<file path="config.mk">
export PLATFORM = sky130hd
export DESIGN_NAME = exec_ctrl
export DESIGN_NICKNAME = d
export VERILOG_FILES = /design/src/rtl/exec_ctrl.sv
export SDC_FILE = /design/constraint.sdc
export NUM_CORES = 1
export LEC_CHECK = 0
export ABC_CLOCK_PERIOD_IN_PS = 5100
export BUFFER_PORTS_ARGS = -buffer_cell sky130_fd_sc_hd__buf_2
export CORE_ASPECT_RATIO = 1.75
export CORE_UTILIZATION = 40
export DETAILED_ROUTE_END_ITERATION = 8
export PLACE_DENSITY = 0.68
export SLEW_MARGIN = 20
export SYNTH_ARGS = -nofsm -noshare
export SYNTH_HDL_FRONTEND = slang
export SYNTH_SLANG_ARGS = --single-unit
</file>
<file path="constraint.sdc">
create_clock -name clk -period 5.1 [get_ports clk]
set_input_delay 0.765 -clock clk [delete_from_list [all_inputs] [get_ports clk]]
set_output_delay 0.765 -clock clk [all_outputs]
set_load 0.1 [all_outputs]
</file>
<file path="src/rtl/exec_ctrl.sv">
// Multi-cycle issue/control stage in front of the ALU: IDLE -> DECODE -> EXEC -> WB.
// Optional EXEC_CTRL_ZERO_FLAG_EN adds a zero_flag output updated on each register write-back.
module exec_ctrl #(
    parameter int unsigned DATA_W = 8,
    parameter int unsigned RA_W   = 3
) (
    input  logic              clk,
    input  logic              rst_n,
    input  logic              i_instr_valid,
    output logic              o_instr_ready,
    input  logic [15:0]       i_instr,
    output logic [RA_W-1:0]   o_rf_raddr_a,
    output logic [RA_W-1:0]   o_rf_raddr_b,
    input  logic [DATA_W-1:0] i_rf_rdata_a,
    input  logic [DATA_W-1:0] i_rf_rdata_b,
    output logic [DATA_W-1:0] o_alu_a,
    output logic [DATA_W-1:0] o_alu_b,
    output logic [3:0]        o_alu_ctrl,
    input  logic [DATA_W-1:0] i_alu_result,
    output logic              o_rf_we,
    output logic [RA_W-1:0]   o_rf_waddr,
    output logic [DATA_W-1:0] o_rf_wdata,
    output logic              o_busy,
    output logic              o_illegal
`ifdef EXEC_CTRL_ZERO_FLAG_EN
    ,
    output logic              o_zero_flag
`endif
);

    typedef enum logic [1:0] {StIdle, StDecode, StExec, StWb} state_e;

    state_e              r_state;
    state_e              w_state_d;
    logic [15:0]         r_instr;
    logic [DATA_W-1:0]   r_alu_a;
    logic [DATA_W-1:0]   r_alu_b;
    logic [3:0]          r_alu_ctrl;
    logic [RA_W-1:0]     r_waddr;
    logic [DATA_W-1:0]   r_wdata;

    logic [3:0]          w_op;
    logic [RA_W-1:0]     w_rd;
    logic [RA_W-1:0]     w_rs1;
    logic [RA_W-1:0]     w_rs2;
    logic [DATA_W-1:0]   w_imm;
    logic                w_accept;
    logic                w_op_ld;
    logic                w_wb_ld;
    logic                w_illegal;
    logic [DATA_W-1:0]   w_alu_a_d;
    logic [DATA_W-1:0]   w_alu_b_d;
    logic [3:0]          w_alu_ctrl_d;

    assign w_op  = r_instr[15:12];
    assign w_rd  = RA_W'(r_instr[11:9]);
    assign w_rs1 = RA_W'(r_instr[8:6]);
    assign w_rs2 = RA_W'(r_instr[5:3]);
    assign w_imm = DATA_W'(r_instr[7:0]);

    assign w_accept = (r_state == StIdle) && i_instr_valid;

    always_comb begin
        w_state_d    = r_state;
        w_op_ld      = 1'b0;
        w_wb_ld      = 1'b0;
        w_illegal    = 1'b0;
        w_alu_a_d    = r_alu_a;
        w_alu_b_d    = r_alu_b;
        w_alu_ctrl_d = r_alu_ctrl;
        unique case (r_state)
            StIdle: begin
                if (i_instr_valid) w_state_d = StDecode;
            end
            StDecode: begin
                if (w_op inside {[4'd0:4'd6]}) begin
                    w_op_ld      = 1'b1;
                    w_alu_a_d    = i_rf_rdata_a;
                    w_alu_b_d    = i_rf_rdata_b;
                    w_alu_ctrl_d = w_op;
                    w_state_d    = StExec;
                end else if (w_op == 4'b1000) begin
                    // LDI goes through the ALU as imm + 0
                    w_op_ld      = 1'b1;
                    w_alu_a_d    = w_imm;
                    w_alu_b_d    = '0;
                    w_alu_ctrl_d = 4'b0000;
                    w_state_d    = StExec;
                end else if (w_op == 4'b1111) begin
                    w_state_d = StIdle;
                end else begin
                    w_illegal = 1'b1;
                    w_state_d = StIdle;
                end
            end
            StExec: begin
                w_wb_ld   = 1'b1;
                w_state_d = StWb;
            end
            StWb: begin
                w_state_d = StIdle;
            end
            default: begin
                w_state_d = StIdle;
            end
        endcase
    end

    always_ff @(posedge clk or negedge rst_n) begin
        if (!rst_n) begin
            r_state    <= StIdle;
            r_instr    <= '0;
            r_alu_a    <= '0;
            r_alu_b    <= '0;
            r_alu_ctrl <= '0;
            r_waddr    <= '0;
            r_wdata    <= '0;
        end else begin
            r_state <= w_state_d;
            if (w_accept) r_instr <= i_instr;
            if (w_op_ld) begin
                r_alu_a    <= w_alu_a_d;
                r_alu_b    <= w_alu_b_d;
                r_alu_ctrl <= w_alu_ctrl_d;
            end
            if (w_wb_ld) begin
                r_waddr <= w_rd;
                r_wdata <= i_alu_result;
            end
        end
    end

`ifdef EXEC_CTRL_ZERO_FLAG_EN
    logic r_zero_flag;

    // Tracks every write-back, including rd == 0 where the strobe is suppressed
    always_ff @(posedge clk or negedge rst_n) begin
        if (!rst_n) begin
            r_zero_flag <= 1'b0;
        end else if (r_state == StWb) begin
            r_zero_flag <= (r_wdata == '0);
        end
    end

    assign o_zero_flag = r_zero_flag;
`endif

    assign o_instr_ready = (r_state == StIdle);
    assign o_busy        = (r_state != StIdle);
    assign o_illegal     = w_illegal;
    assign o_rf_raddr_a  = w_rs1;
    assign o_rf_raddr_b  = w_rs2;
    assign o_alu_a       = r_alu_a;
    assign o_alu_b       = r_alu_b;
    assign o_alu_ctrl    = r_alu_ctrl;
    assign o_rf_we       = (r_state == StWb) && (r_waddr != '0);
    assign o_rf_waddr    = r_waddr;
    assign o_rf_wdata    = r_wdata;

endmodule

</file>
* After elaboration in Yosys (flattened, before gate mapping)
Index checks and enable logic that the tools add are counted.
** Storage, ports and cells
- Flip-flop bits (word level) :: 49
- Output and inout port bits :: 41
- Word-level logic and storage cells :: 41
** Operators by class
- Magnitude comparators :: 2
- Reduce and logical (&&, ||, !) cells :: 8
- Muxes and demuxes :: 18
- Equality and inequality tests :: 6
** Operators with widths (count)
- 2-to-1 mux 8 bit :: 4
- == test 4 bit, second input constant :: 2
- 2-to-1 mux 1 bit :: 8
- 2-to-1 mux 4 bit :: 2
- one-hot mux 2 bit (4 select lines) :: 1
- 2-to-1 mux 2 bit :: 3
- == test 2 bit, second input constant :: 2
- >= comparator 4 x 1 -> 1 bit, second input constant :: 1
- <= comparator 4 x 3 -> 1 bit, second input constant :: 1
- nonzero test 2 bit :: 2
- logical AND 1 bit :: 3
- AND reduction 3 bit :: 1
- nonzero test 3 bit :: 1
- == test 2 x 1 -> 1 bit, second input constant :: 1
- zero test 2 bit :: 1
- != test 2 bit, second input constant :: 1

* Logic depth before layout (Yosys ltp)
Gate-level depths: netlist of run 1.
- Word-level depth :: 5
- Mapped depth :: 6

* Worst setup path after synthesis of run 1
Ideal clock, no wire load.
- Path type :: reg-to-output
- Start :: register r_instr[15]
- End :: output port o_illegal
- Stages on the path, launching flop included :: 5
- Data arrival time :: 2.982 ns
- Buffers on the path :: 1
- Path slack :: 1.353 ns
- Path through :: dfrtp_1 clkbuf_1 o21a_1 o22ai_1 a211oi_1
** Between the ends
- Longest elaborated chain between the ends :: 5
- Elaborated cells on any way between the ends :: 9
- Classes of those cells :: order compare (2); eq/ne (2); mux (4); reduce/logical (1)
** Ends and longest elaborated chain
- start, declared :: line 35 : logic [15:0] r_instr;
- start signal, assigned :: line 120 : if (w_accept) r_instr <= i_instr;
- == test 4 bit :: line 89 : end else if (w_op == 4'b1111) begin
- 2-to-1 mux 1 bit :: line 89
- 2-to-1 mux 1 bit :: line 82 : end else if (w_op == 4'b1000) begin
- 2-to-1 mux 1 bit (*) :: line 76 : if (w_op inside {[4'd0:4'd6]}) begin
- 2-to-1 mux 1 bit (*) :: line 71 : unique case (r_state)
- end, declared :: line 24 : output logic o_illegal
Mark *: on every way between the ends. The rest lies on a longest branch, timed or not.

* Worst setup path after layout of run 1
Same ends and word-level chain as after synthesis.

==> metrics, run 1 <==
initial antenna violation count 0; endpoints failing hold 0; nets 255; Slew headroom 0.294; Max Freq 0.409 GHz; setup_tns 0 ps; drt wl/cell between 15 and 20 um; largest stage delay on the critical path between 400 and 500 ps; status finished, final reports clean; Clk Tree Root Cell clkbuf_8; Startpoint Class flip-flop; Syn-to-layout area delta 24.4%; Max Cap Viol 0; r2r setup slk slightly above 3000 ps; Via density just over 5; Post-DRT Antenna Nets 0; RD Place Congestion around 0.74; Total Routing Usage GR 0.158; HP Class input port to asynchronous set/reset pin; CP required around 4300 ps; commonest non-fill, non-tap cell in the layout buf_2; Synth warnings 0; max-slew violation count 0; number of global-route vias before repair between 1000 and 1500; Critical R2R Capture o_alu_a[0]$_DFFE_PN0P_; Crit Path Max Fanout 7; Distinct cells, synth 23; Seq/Total Area, Yosys 0.596; DRT Pass-1 Iters 2; DRC viols 0; CTS tree built; post-synth net total between 150 and 200; Die Ht just under 100 um; Critical Path Sink Type output pin; Yosys reg bits slightly below 50; 1st-iter DRT viols 33; Synth Area per Inst 15.2 um^2; critical path's slowest cell dfrtp_1; global-route wire length before repair ~6.7 mm; Crit path arrival time 1680 ps; H-Tree Depth 2; die area ~5400 um^2; Setup Fix Bufs, Post-CTS 0; synthesized area roughly 2000 um^2; final clock skew 8.44 ps; final wirelength around 4.0 mm; effective utilization at floorplan 0.417; Cells after Synth ~140; Worst-Margin Slew 1060 ps; via count 1361; period utilisation layout 0.479; Crit Path Category flip-flop to output pin; RSZ-0062 raised after global routing no; antenna fix cells 0; share of cells above drive strength 1 0.642; reg2reg path depth 3; io pins between 80 and 90; Tmin final approximately 2400 ps; post-CTS sizing 0; Setup-failing EPs final 0; clk slew on worst S/H paths around 80 ps; Core Footprint between 4000 and 5000 um^2; largest net degree at the start of global routing 50; clk sink count 49; Num CTS Buffers 5; DP HPWL approximately 3 mm; largest buffer count on any clock path 2; Reg-to-Reg Start r_instr[15]$_DFFE_PN0P_; global route overflow 0; worst skew pair latency around 300 ps; hold buffer count at CTS 0; chip width approximately 56 um; most frequent cells in the layout buf_2, dfrtp_1, mux2_2; PortBufs 83; site row count 34; crit path cell chain o21a_1 > o22ai_1 > a211oi_1 > buf_2
==> cell usage after synthesis, drive strengths merged <==
cell type | instances | area [um^2]
a211oi | 1 | 7.51
a22o | 11 | 96.3
a31oi | 1 | 12.5
and2 | 3 | 18.8
and2b | 1 | 7.51
and3 | 1 | 6.26
buf | 11 | 85.1
clkbuf | 2 | 7.51
dfrtp | 49 | 1230
inv | 1 | 3.75
mux2 | 43 | 510
nand2b | 2 | 12.5
nor2 | 2 | 7.51
nor3 | 1 | 5.00
o21a | 1 | 7.51
o22ai | 1 | 6.26
o311a | 1 | 10.0
o32a | 1 | 10.0
or2 | 1 | 6.26
or3b | 1 | 8.76
==> worst max-delay path, delay by kind of cell (launching register included) <==
kind | cells | cell delay [ps]
compound gates | 3 | 440
buf+inv | 1 | 470
flops | 1 | 480
==> metrics by stage <==
stage / cell area (um^2) / setup WS, ps / instances / utilization / hold slack (ps)
after floorplan: 2060 / 1350 / 135 / - / 463
after global placement: 2450 / 3030 / 259 / 0.496 / 467
after detailed placement: 2450 / 3000 / 259 / 0.497 / 466
after CTS: 2550 / 2650 / 266 / 0.518 / 490
after global routing: 2560 / 2520 / 266 / 0.518 / 501
final: 2560 / 2660 / 266 / 0.518 / 468
==> logic make-up after synthesis <==
group,share of synthesized area
AOI/OAI and AO/OA,0.0730
and+or+nand+nor,0.0353
buffers and inverters,0.0469
DFF,0.596
muxes,0.248
==> metal layers <==
metal  wire, um  track usage  up-vias
met1       1550        0.165      669
met2       2170        0.296       56
met3        245       0.0401        6
li1           -            -      630
met4         75       0.0563        0
met5          0            0        -
==> area by class of cell <==
class | instances | area (um^2)
timing repair buffer | 83 | 418
inverter | 1 | 3.75
tap | 54 | 67.6
clock inverter | 2 | 35.0
fill | 452 | 2380
sequential | 49 | 1230
clock buffer | 5 | 68.8
multi-input combinational | 72 | 738
==> flip-flops by register name, indices dropped and copies added (netlist names), named ones only <==
name / flops
o_alu_a: 8
o_alu_b: 8
o_alu_ctrl: 4
o_rf_waddr: 3
o_rf_wdata: 8
r_instr: 16
r_state: 1
==> worst max-delay path by stage <==
| stage | from | end | slack (ps) | cells after the start |
|---|---|---|---|---|
| finish | r_instr[15]$_DFFE_PN0P_ | o_illegal | 2660 | 4 |
| CTS | r_instr[15]$_DFFE_PN0P_ | o_illegal | 2650 | 4 |
| detailed placement | r_instr[12]$_DFFE_PN0P_ | o_illegal | 3000 | 3 |
| global route | r_instr[15]$_DFFE_PN0P_ | o_illegal | 2520 | 4 |
| floorplan | r_instr[15]$_DFFE_PN0P_ | o_illegal | 1350 | 4 |
| global placement | r_instr[12]$_DFFE_PN0P_ | o_illegal | 3030 | 3 |
Power of run 1 is not shown: default switching activity piles up to over one toggle a cycle in this logic, so the estimate is an artifact.
==> run 2: changes to the inputs <==
- ABC_CLOCK_PERIOD_IN_PS: 5100 -> 2400
- clock period: 5.1 -> 2.4 ns (I/O delays scaled with it)
==> run 2 against run 1 <==
Via count is 2.6% higher; cell area is 2.6% higher; utilization is 1.4 points higher; sequential share of layout area is 1.2 points lower; critical path depth stayed put; die area stayed put; count of clock-buffer cells in the layout stayed put; non-clock buffer count is 4 higher; flip-flop and latch count stayed put; wire length is 1.5% higher; first-iteration DRC count is 15% lower; critical path type unchanged; largest cell class unchanged; highest routed layer unchanged.
==> metrics, run 2 (synthesis gave the netlist of run 1 again) <==
period utilisation layout 0.861; Slew headroom 0.362; Crit Path Category flip-flop to output pin; M1 WL 1.51 mm; global route overflow 0; antenna fix cells 0; clk slew on worst S/H paths about 90 ps; Post-Layout Cell Count about 270; post-CTS sizing 0; chip width ~56 um; CTS tree built; global-route wire length before repair about 6.6 mm; max reg flops 16; largest net degree at the start of global routing 31; largest buffer count on any clock path 2; Core Footprint around 4900 um^2; DRT Pass-1 Iters 4; H-Tree Depth 2; Setup-failing EPs final 0; Total Routing Usage GR 0.157; DP HPWL about 3.1 mm; effective utilization at floorplan 0.417; Syn-to-layout area delta 27.7%; 1st-iter DRT viols 28; met2 WL 2.30 mm; Crit path arrival time 1710 ps; Max Freq 0.484 GHz; io pins 84; final wirelength about 4 mm; drt wl/cell approximately 15 um; setup_tns 0 ps; Post-DRT Antenna Nets 0; Die Ht roughly 97 um; placed cell count 263; HP Class input port to asynchronous set/reset pin; endpoints failing hold 0; RD Place Congestion 0.754; Worst-Margin Slew around 960 ps; commonest non-fill, non-tap cell in the layout buf_2; Tmin final slightly above 2000 ps; buffers plus inverters on the worst setup path 1; die area about 5400 um^2; Critical Path Sink Type output pin; Max Used Layer met4; most frequent cells in the layout buf_2, dfrtp_1, mux2_2; site row count 34; Setup Fix Bufs, Post-CTS 0; clk sink count 49; largest stage delay on the critical path between 400 and 500 ps; RSZ-0062 raised after global routing no; Max Cap Viol 0; nets between 200 and 300; max-slew violation count 0; Largest Register r_instr; worst skew pair latency ~300 ps; CP required 2040 ps; critical path's slowest cell dfrtp_1; PortBufs 83; final critical-path setup slack approximately 330 ps; Num CTS Buffers 5; status finished, final reports clean; final clock skew 6.58 ps; WP depth 4; initial antenna violation count 0; via count 1396; reg2reg path depth 3; Clk Tree Root Cell clkbuf_8; Top delay family on crit path flip-flops; Startpoint Class flip-flop; Via density a little over 5; DRC viols 0; share of cells above drive strength 1 0.654; dpl ws roughly 420 ps; Crit Path Max Fanout 7; crit path cell chain o21a_1 > o22ai_1 > a211oi_2 > buf_2; number of global-route vias before repair between 1000 and 1500; met3 WL approximately 230 um; hold buffer count at CTS 0
run 2: cell count changes in the layout (fill, tap and decap cells not counted), sizes merged:
cell      before  now
buf           83   87
clkinvlp       0    1
clkinv         1    0
bufinv         1    2
run 2: path summary, 6_finish.rpt:
path / from / to / slack, ps
max in group asynchronous: rst_n / o_alu_b[4]$_DFFE_PN0P_ / 2060
min in group clk: i_rf_rdata_b[7] / o_alu_b[7]$_DFFE_PN0P_ / 270
hold / removal: rst_n / r_instr[1]$_DFFE_PN0P_ / 20
setup / recovery: r_instr[15]$_DFFE_PN0P_ / o_illegal / 330
setup reg to reg: r_instr[15]$_DFFE_PN0P_ / o_alu_a[0]$_DFFE_PN0P_ / 440
hold reg to reg: o_alu_ctrl[3]$_DFFE_PN0P_ / o_alu_ctrl[3]$_DFFE_PN0P_ / 480
run 2: worst register-to-register path, delay by kind of cell (launching register included):
family          cells  cell delay [ps]
compound gates      2              950
flops               1              490
mux                 1              420
run 2: layout make-up:
class / instances / area [um^2]
fillers: 448 / 2310
flip-flops and latches: 49 / 1230
multi-input cells: 72 / 741
repair buffers: 87 / 445
clock buffers: 5 / 68.8
clock inverters: 3 / 68.8
well taps: 54 / 67.6
inverters: 1 / 7.51
run 2: per-stage QoR:
step	util	hold slack [ps]	cell area, um^2
global placement	0.504	346	2490
detailed placement	0.504	351	2490
finish	0.532	16.8	2630
global route	0.532	31.9	2630
floorplan	-	64.4	2070
CTS	0.532	9.95	2630
run 2: layer usage:
layer / up-vias / global-route usage
met5: - / 0
met1: 703 / 0.175
li1: 642 / -
met3: 5 / 0.0401
met4: 0 / 0.0450
met2: 46 / 0.288
Power of run 2 is left out for the same reason.
==> run 3: changes to the inputs <==
- ABC_CLOCK_PERIOD_IN_PS: 2400 -> unset
- SETUP_SLACK_MARGIN: unset -> 0.4
==> run 3 against run 2 <==
Clock skew is 1.8 ps higher; global-route usage is 0.13 points lower; utilization is 0.99 points lower; hold slack better by 130 ps; register-to-register slack better by 190 ps; critical path depth is 1 lower; worst setup slack better by 180 ps; die area stayed put; sequential share of layout area is 0.93 points higher; cell area is 1.9% lower; count of clock-buffer cells in the layout is 1 higher; highest routed layer unchanged.
==> metrics, run 3 (synthesis gave the netlist of run 1 again) <==
status finished, final reports clean; max-slew violation count 0; Critical Path Sink Type output pin; effective utilization at floorplan 0.417; clk slew on worst S/H paths roughly 90 ps; Crit Path Max Fanout 6; Core Footprint 4930 um^2; share of cells above drive strength 1 0.665; global-route wire length before repair about 6.5 mm; commonest non-fill, non-tap cell in the layout buf_2; antenna fix cells 0; endpoints failing hold 0; Setup-failing EPs final 0; Num CTS Buffers 5; placed cell count between 200 and 300; Post-Layout Cell Count approximately 270; worst skew pair latency ~300 ps; global route overflow 0; buffers plus inverters on the worst setup path 1; chip width 56.2 um; io pins 84; critical path's slowest cell dfrtp_1; DRT Pass-1 Iters 4; Worst-Margin Slew between 600 and 700 ps; largest stage delay on the critical path roughly 440 ps; period utilisation layout 0.788; clk sink count between 40 and 50; crit path cell chain and3_1 > a211oi_4 > buf_4; CTS tree built; Syn-to-layout area delta 25.3%; H-Tree Depth 2; RSZ-0062 raised after global routing no; via count about 1400; Top delay family on crit path flip-flops; Total Routing Usage GR 0.156; RD Place Congestion 0.831; die area about 5400 um^2; number of global-route vias before repair about 1400; design area 2580 um^2; Via density slightly above 5; final clock skew around 8.4 ps; DRC viols 0; Clk Tree Root Cell clkbuf_8; PortBufs 83; nets 257; largest buffer count on any clock path 2; drt wl/cell 15.6 um; setup_tns 0 ps; Post-DRT Antenna Nets 0; site row count 34; Max Freq roughly 0.53 GHz; HP Class input port to asynchronous set/reset pin; final wirelength approximately 4.2 mm; Slew headroom 0.595; 1st-iter DRT viols 22; Setup Fix Bufs, Post-CTS 0; Die Ht 96.8 um; Tmin final around 1900 ps; largest net degree at the start of global routing 50; most frequent cells in the layout buf_2, dfrtp_1, mux2_2; DP HPWL slightly above 3 mm; Crit path arrival time around 1500 ps; Crit Path Category flip-flop to output pin; Max Cap Viol 0; CP required a little over 2000 ps; Largest Register r_instr; initial antenna violation count 0; Startpoint Class flip-flop; Cell Area, Placed between 2000 and 2500 um^2; max reg flops 16
[run 3: worst register-to-register path, stage by stage (launching register included)]
cell and delay (ps):
dfrtp_1 460, or3b_1 420, o32a_2 410, mux2_4 370
[run 3: final timing paths]
check	startpoint	to	slack [ps]	depth (start not counted)
max in group asynchronous	rst_n	r_instr[15]$_DFFE_PN0P_	1800	2
min in group clk	i_rf_rdata_b[4]	o_alu_b[4]$_DFFE_PN0P_	270	2
worst max-delay path	r_instr[12]$_DFFE_PN0P_	o_illegal	510	3
worst min-delay path	rst_n	o_alu_b[3]$_DFFE_PN0P_	140	2
worst max register to register	r_instr[13]$_DFFE_PN0P_	o_alu_a[3]$_DFFE_PN0P_	630	3
worst min register to register	o_alu_ctrl[3]$_DFFE_PN0P_	o_alu_ctrl[3]$_DFFE_PN0P_	500	1
[run 3: metal layers]
metal  track usage  wire length (um)  up-vias
met3        0.0348               190        6
met4        0.0732                59        0
met1         0.174              1650      687
met5             0                 0        -
met2         0.275              2290       46
li1              -                 -      635
[run 3: repair_timing]
action | CTS | global route
hold buffers | 0 | 0
setup endpoints to repair | 7 | 1
pin swaps | 0 | 0
resized for setup | 2 | 1
[run 3: stage by stage]
step | setup WS [ps] | hold WS [ps] | util
after floorplan | 216 | 64.4 | -
after global placement | 415 | 468 | 0.503
after detailed placement | 345 | 473 | 0.503
after CTS | 422 | 173 | 0.522
after global routing | 437 | 218 | 0.522
final | 509 | 143 | 0.522
[run 3: final cells by class]
| class | count | area, um^2 |
|---|---|---|
| clock inverters | 2 | 15.0 |
| inverters | 1 | 7.51 |
| fillers | 438 | 2360 |
| clock buffers | 6 | 72.6 |
| multi-input cells | 72 | 753 |
| repair buffers | 85 | 433 |
| well taps | 54 | 67.6 |
| flip-flops and latches | 49 | 1230 |
Power of run 3 is left out for the same reason.
